**config.mk**
```make
export PLATFORM = sky130hd
export DESIGN_NAME = hash_msg_feeder_flat
export DESIGN_NICKNAME = d
export VERILOG_FILES = /design/src/rtl/hash_msg_feeder_if.sv /design/src/rtl/hash_msg_feeder.sv /design/src/flat_wrapper.sv
export SDC_FILE = /design/constraint.sdc
export NUM_CORES = 1
export LEC_CHECK = 0
export ABC_CLOCK_PERIOD_IN_PS = 3100
export CAP_MARGIN = 20
export CORE_MARGIN = 2
export CORE_UTILIZATION = 40
export CTS_CLUSTER_DIAMETER = 30
export DETAILED_ROUTE_END_ITERATION = 16
export DONT_BUFFER_PORTS = 1
export GPL_ROUTABILITY_DRIVEN = 0
export SYNTH_ARGS = -nofsm -noshare
export SYNTH_HDL_FRONTEND = slang
export SYNTH_SLANG_ARGS = --single-unit
```
**constraint.sdc**
```tcl
create_clock -name clk -period 3.1 [get_ports clk]
set_clock_uncertainty 0.2 [all_clocks]
set_input_delay 0.31 -clock clk [delete_from_list [all_inputs] [get_ports clk]]
set_output_delay 0.31 -clock clk [all_outputs]
set_load 0.005 [all_outputs]
```
**src/rtl/hash_msg_feeder_if.sv**
```systemverilog
// Byte-input handshake between the message feeder and the hash core.
// The feeder drives bytes and framing; the core returns flow control and the digest.
interface hash_msg_feeder_if #(
   parameter int unsigned DIG_W = 64
);
   logic             hash_start;
   logic             hash_F_dr;
   logic [7:0]       hash_M;
   logic             hash_F_rtr;
   logic             hash_eof;
   logic             hash_H_ready;
   logic [DIG_W-1:0] hash_digest;

   modport master (
      output hash_start, hash_F_dr, hash_M, hash_eof,
      input  hash_F_rtr, hash_H_ready, hash_digest
   );

   modport slave (
      input  hash_start, hash_F_dr, hash_M, hash_eof,
      output hash_F_rtr, hash_H_ready, hash_digest
   );
endinterface

```
**src/rtl/hash_msg_feeder.sv**
```systemverilog
// Feeds a length-framed byte message through a small FIFO into the hash core,
// then captures the digest and offers it downstream, with a watchdog on the core.
module hash_msg_feeder #(
   parameter int unsigned LEN_W       = 16,
   parameter int unsigned FIFO_DEPTH  = 4,
   parameter int unsigned DIG_W       = 64,
   parameter int unsigned TIMEOUT_CYC = 1024
) (
   input  logic                clk,
   input  logic                rst_n,
   input  logic                cmd_start,
   input  logic [LEN_W-1:0]    msg_len,
   input  logic                in_valid,
   input  logic [7:0]          in_data,
   output logic                in_ready,
   hash_msg_feeder_if.master   hash,
   output logic                dig_valid,
   output logic [DIG_W-1:0]    dig_data,
   input  logic                dig_ack,
   output logic                busy,
   output logic                err_timeout
);

   localparam int unsigned PTR_W = $clog2(FIFO_DEPTH);
   localparam int unsigned WD_W  = $clog2(TIMEOUT_CYC + 1);

   typedef enum logic [2:0] {StIdle, StStart, StSend, StEof, StWaitH, StHold} state_e;

   state_e           state_q;
   logic [LEN_W-1:0] acc_rem_q;
   logic [LEN_W-1:0] tx_rem_q;
   logic [WD_W-1:0]  wd_q;
   logic             err_q;
   logic [DIG_W-1:0] dig_data_q;
   logic [7:0]       fifo_mem_q [FIFO_DEPTH];
   logic [PTR_W:0]   wr_ptr_q;
   logic [PTR_W:0]   rd_ptr_q;

   logic [PTR_W:0] fifo_count;
   logic           fifo_empty;
   logic           fifo_full;
   logic           push;
   logic           pop;

   // Pointers carry one extra wrap bit so full and empty are distinguishable.
   assign fifo_count = wr_ptr_q - rd_ptr_q;
   assign fifo_empty = (fifo_count == '0);
   assign fifo_full  = (fifo_count == (PTR_W + 1)'(FIFO_DEPTH));

   assign in_ready = ((state_q == StStart) || (state_q == StSend)) && !fifo_full &&
                     (acc_rem_q != '0);
   assign push     = in_valid && in_ready;

   assign hash.hash_start = (state_q == StStart);
   assign hash.hash_F_dr  = (state_q == StSend) && !fifo_empty;
   assign hash.hash_M     = fifo_mem_q[rd_ptr_q[PTR_W-1:0]];
   assign hash.hash_eof   = (state_q == StEof);
   assign pop             = hash.hash_F_dr && hash.hash_F_rtr;

   assign dig_valid   = (state_q == StHold);
   assign dig_data    = dig_data_q;
   assign busy        = (state_q != StIdle);
   assign err_timeout = err_q;

   always_ff @(posedge clk or negedge rst_n) begin
      if (!rst_n) begin
         state_q    <= StIdle;
         acc_rem_q  <= '0;
         tx_rem_q   <= '0;
         wd_q       <= '0;
         err_q      <= 1'b0;
         dig_data_q <= '0;
         wr_ptr_q   <= '0;
         rd_ptr_q   <= '0;
         for (int i = 0; i < FIFO_DEPTH; i++) begin
            fifo_mem_q[i] <= '0;
         end
      end else begin
         if (push) begin
            fifo_mem_q[wr_ptr_q[PTR_W-1:0]] <= in_data;
            wr_ptr_q  <= wr_ptr_q + (PTR_W + 1)'(1);
            acc_rem_q <= acc_rem_q - LEN_W'(1);
         end
         if (pop) begin
            rd_ptr_q <= rd_ptr_q + (PTR_W + 1)'(1);
            tx_rem_q <= tx_rem_q - LEN_W'(1);
         end

         unique case (state_q)
            StIdle: begin
               if (cmd_start) begin
                  acc_rem_q <= msg_len;
                  tx_rem_q  <= msg_len;
                  err_q     <= 1'b0;
                  state_q   <= StStart;
               end
            end
            StStart: begin
               state_q <= (tx_rem_q != '0) ? StSend : StEof;
            end
            StSend: begin
               if (pop && (tx_rem_q == LEN_W'(1))) begin
                  state_q <= StEof;
               end
            end
            StEof: begin
               wd_q    <= '0;
               state_q <= StWaitH;
            end
            StWaitH: begin
               if (hash.hash_H_ready) begin
                  dig_data_q <= hash.hash_digest;
                  state_q    <= StHold;
               end else if (wd_q == WD_W'(TIMEOUT_CYC - 1)) begin
                  err_q   <= 1'b1;
                  state_q <= StIdle;
               end else begin
                  wd_q <= wd_q + WD_W'(1);
               end
            end
            StHold: begin
               if (dig_ack) begin
                  state_q <= StIdle;
               end
            end
            default: state_q <= StIdle;
         endcase
      end
   end

endmodule
```
**src/flat_wrapper.sv**
```systemverilog
// flat-port wrapper written by rule: the top's interface ports become plain ports
module hash_msg_feeder_flat 
#(
   parameter int unsigned LEN_W       = 16,
   parameter int unsigned FIFO_DEPTH  = 4,
   parameter int unsigned DIG_W       = 64,
   parameter int unsigned TIMEOUT_CYC = 1024
)
  (clk, rst_n, cmd_start, msg_len, in_valid, in_data, in_ready, dig_valid, dig_data, dig_ack, busy, err_timeout, hash_hash_start, hash_hash_F_dr, hash_hash_M, hash_hash_eof, hash_hash_F_rtr, hash_hash_H_ready, hash_hash_digest);
  hash_msg_feeder_if #(.DIG_W(DIG_W)) hash_i ();
  input  logic clk;
  input  logic rst_n;
  input  logic cmd_start;
  input  logic [LEN_W-1:0] msg_len;
  input  logic in_valid;
  input  logic [7:0] in_data;
  output logic in_ready;
  output logic dig_valid;
  output logic [DIG_W-1:0] dig_data;
  input  logic dig_ack;
  output logic busy;
  output logic err_timeout;
  output wire logic [$bits(hash_i.hash_start)-1:0] hash_hash_start;
  output wire logic [$bits(hash_i.hash_F_dr)-1:0] hash_hash_F_dr;
  output wire logic [$bits(hash_i.hash_M)-1:0] hash_hash_M;
  output wire logic [$bits(hash_i.hash_eof)-1:0] hash_hash_eof;
  input wire logic [$bits(hash_i.hash_F_rtr)-1:0] hash_hash_F_rtr;
  input wire logic [$bits(hash_i.hash_H_ready)-1:0] hash_hash_H_ready;
  input wire logic [$bits(hash_i.hash_digest)-1:0] hash_hash_digest;
  assign hash_hash_start = hash_i.hash_start;
  assign hash_hash_F_dr = hash_i.hash_F_dr;
  assign hash_hash_M = hash_i.hash_M;
  assign hash_hash_eof = hash_i.hash_eof;
  assign hash_i.hash_F_rtr = hash_hash_F_rtr;
  assign hash_i.hash_H_ready = hash_hash_H_ready;
  assign hash_i.hash_digest = hash_hash_digest;
  hash_msg_feeder #(.LEN_W(LEN_W), .FIFO_DEPTH(FIFO_DEPTH), .DIG_W(DIG_W), .TIMEOUT_CYC(TIMEOUT_CYC)) u_core (.clk(clk), .rst_n(rst_n), .cmd_start(cmd_start), .msg_len(msg_len), .in_valid(in_valid), .in_data(in_data), .in_ready(in_ready), .hash(hash_i), .dig_valid(dig_valid), .dig_data(dig_data), .dig_ack(dig_ack), .busy(busy), .err_timeout(err_timeout));
endmodule
```
==> summary.md <==
| Metric | Value |
|---|---|
| HPWL after DPL | 11.3 mm |
| H-tree depth | 4 |
| Post-synth top area cell | dfrtp_1 |
| Int Power | 5.47 mW |
| Commonest non-fill, non-tap cells in the layout | dfrtp_1 (149), mux2_2 (95), dlygate4sd3_1 (92), nor2_1 (38), a21oi_1 (23) |
| Vias in the first global route | 5145 |
| Global Route met3 Usage | 5.29% |
| Wirelength per Cell | 18.4 µm |
| Post-route ant nets | 0 |
| Switching portion of total power | 34.8% |
| Final cell count without fillers | 906 |
| Via count | 4952 |
| Total GRT Usage | 18.7% |
| Top cell type's share of synthesized area | 53.6% |
| Fillers | 1531 |
| Busiest grt layer | met2 |
| Setup Total Neg Slack | 0 ns |
| Longest Clk Path Bufs | 2 |
| Slew @ Worst Pin | 0.651 ns |
| NetSw | 2.93 mW |
| Share of cells above drive strength 1 | 24.4% |
| CP Capture Type | flop |
| Combinational cell fraction of total power | 33.1% |
| WP data required | 3.25 ns |
| Synth Area per Inst | 12.3 µm² |
| Net Count, Synth | 670 |
| Worst-path maximum fanout | 7 |
| Largest net degree at the start of global routing | 150 |
| RSZ-0062 raised after global routing | no |
| R2r setup slk | 0.30 ns |
| Setup Buffers After CTS | 0 |
| Hold slack | -0.613 ns |
| Mapped cell area | 0.00696 mm² |
| Num CTS Buffers | 17 |
| Post-DP Area | 0.00727 mm² |
| Most common library cell in the layout ignoring fill and taps | dfrtp_1 |
| Post-route DRC | 0 |
| Final setup viols | 0 |
| Synthesis-stage register bit count | 149 |
| Die W | 136 µm |
| RR Startpoint | u_core.tx_rem_q[2] |
| Max VDD drop | 424 µV |
| Placed cells | 783 |
| Period utilization | 90.3% |
| Pre-Repair DR Iteration Count | 4 |
| Final min period | 2.80 ns |
| Io pins | 174 |
| Die Ht | 136 µm |
| Pwr/cell area | 957 mW/mm² |
| Fmax | 357 MHz |
| Drt total wl | 16.6 mm |
| Relative slew slack | 56.0% |
| Fraction of registers with async set/reset | 100% |
| CTS tree | done |
| Met1 Use GR | 23.0% |
| Root Driver | clkbuf_16 |
| Initial Util | 40.5% |
| First-pass GRT wire length | 26.8 mm |
| Clock power frac | 24.1% |
| Reg clk slew, reported paths | 0.06 ns |
| EDFF count, synth | 0 |
| GRT met2 Usage | 31.9% |
| Final instance area | 0.00878 mm² |
| R2R depth | 6 |
| Via density per instance | 5.47 |
| Initial antenna violation count | 0 |
| Leak | 3.60 nW |
| Area Growth Syn to Fin | 26.2% |
| Fin. max-slew vios | 0 |
| Clk Latency, worst-skew pair | 0.41 ns |
| Yosys warns | 0 |
| Sequential area share after synthesis | 53.6% |
| Post-synth top flop | dfrtp_1 |
| Worst hold path class | in -> async |
| PortBufs | 0 |
| Failing checks | negative hold slack |
| Clock Sinks | 149 |
| Grt total ovfl | 0 |
| Startpoint types | flop |
| Seq pwr share | 42.8% |
| Iter 0 DRT Violations | 214 |
| Max-Cap Viols | 0 |
| CP arrival | 2.95 ns |
| Hold Buf Count CTS | 92 |
| Area contributors post-synth | dfrtp_1 (54%), mux2_2 (15%), mux4_2 (2.6%) |
| Syn Inst Count | 564 |
| Hold Fails Final Rpt | 149 |
| Synth cell types | 61 |
| Design Power | 8.40 mW |
| Status | finished with violations |
| Final nets | 775 |
| RR Endpoint | u_core.state_q[0] |
| ANT cells | 0 |
| Die Area | 0.0185 mm² |
| Core ar. | 0.0172 mm² |
| Critical path class | reg -> reg |
| Rows | 48 |
==> timing repair <==
item	4_1_cts	5_1_grt
setup endpoints to repair	0	1
gates resized for setup	0	1
endpoints found under the hold margin	281	149
==> critical path: stages, from the launching register on <==
cell,delay [ns]
dfrtp_1,0.45
nor4_1,0.44
nand4b_1,0.34
nor3_2,0.33
o2111ai_1,0.16
a211oi_1,0.24
dlygate4sd3_1,0.58
==> sequential cells by signal, indices dropped and copies added, names as in the netlist <==
name and cells:
u_core.dig_data 64, u_core.fifo_mem_q 32, u_core.acc_rem_q 16, u_core.tx_rem_q 16
u_core.wd_q 11, u_core.rd_ptr_q 3, u_core.state_q 3, u_core.wr_ptr_q 3
u_core.err_timeout 1
==> power by group through the flow <==
stage	clock, mW	combinational (mW)	sequential [mW]
floorplan	0	2.10	3.36
CTS	2.08	2.81	3.60
global placement	0	2.58	3.57
global route	2.17	3.07	3.71
detailed placement	0	2.68	3.62
finish	2.02	2.79	3.59
==> worst max path at each step <==
| stage | depth (start not counted) | slack, ns | from | endpoint |
|---|---|---|---|---|
| after global routing | 6 | 0.08 | u_core.tx_rem_q[2] | u_core.state_q[0] |
| after CTS | 6 | 0.19 | u_core.tx_rem_q[2] | u_core.state_q[0] |
| after global placement | 5 | 0.50 | u_core.acc_rem_q[7] | u_core.fifo_mem_q[12] |
| after floorplan | 9 | 0.61 | u_core.rd_ptr_q[1] | u_core.acc_rem_q[0] |
| after detailed placement | 5 | 0.45 | u_core.acc_rem_q[5] | u_core.fifo_mem_q[15] |
| final | 6 | 0.30 | u_core.tx_rem_q[2] | u_core.state_q[0] |
==> Yosys cell counts, types with 2 or more instances <==
master and n:
ha_1 11, and3_1 5, mux2_2 95, nor2_1 38, nor4b_1 3, nand3b_1 3, and2_1 3, o31ai_1 3
buf_2 10, xnor2_1 20, nand2_1 16, nand4_1 6, o21ai_0 10, or2_2 5, mux4_2 8, or3_1 4
nor2b_1 5, o2111ai_1 3, a21o_1 3, nand3_2 3, a311oi_1 4, xor2_1 8, a2111oi_0 3, inv_1 14
dfrtp_1 149, nor4_1 9, clkbuf_1 10, a21oi_1 23, nor3_1 17, or4_1 5, a211oi_1 9, o211ai_1 7
nand4b_1 3, a31oi_1 7, mux2_1 2, nand3_1 13, nand2b_1 3
==> metal layers <==
layer | vias up | wire [µm]
li1 | 2302 | -
met3 | 17 | 878
met1 | 2498 | 7040
met5 | - | 0
met2 | 135 | 8470
met4 | 0 | 257
==> logic make-up (layout without fill, tap and decap cells) <==
logic type	count (synthesis)	in the layout	share of synthesized area (%)
xor+xnor	28	28	3.52
flops	149	149	53.6
simple gates	150	150	12.1
buf+inv	35	152	2.07
fa+ha+maj	11	11	1.98
mux	106	106	18.4
compound gates	85	85	8.30
==> cell type report <==
type	instances	area, µm²	share of cell area, %
clock buffer	20	457	5.20
sequential	149	3730	42.5
timing repair buffer	106	1040	11.8
inverter	15	56.3	0.641
clock inverter	11	126	1.44
tap	225	282	3.21
multi-input combinational	380	3100	35.2
==> per-stage QoR <==
step                utilization, %  setup slack [ns]
detailed placement            42.4             0.449
global route                  51.1            0.0783
floorplan                        -             0.608
global placement              42.4             0.503
CTS                           51.1             0.190
finish                        51.1             0.300
Power figures use the tool's default switching activity.
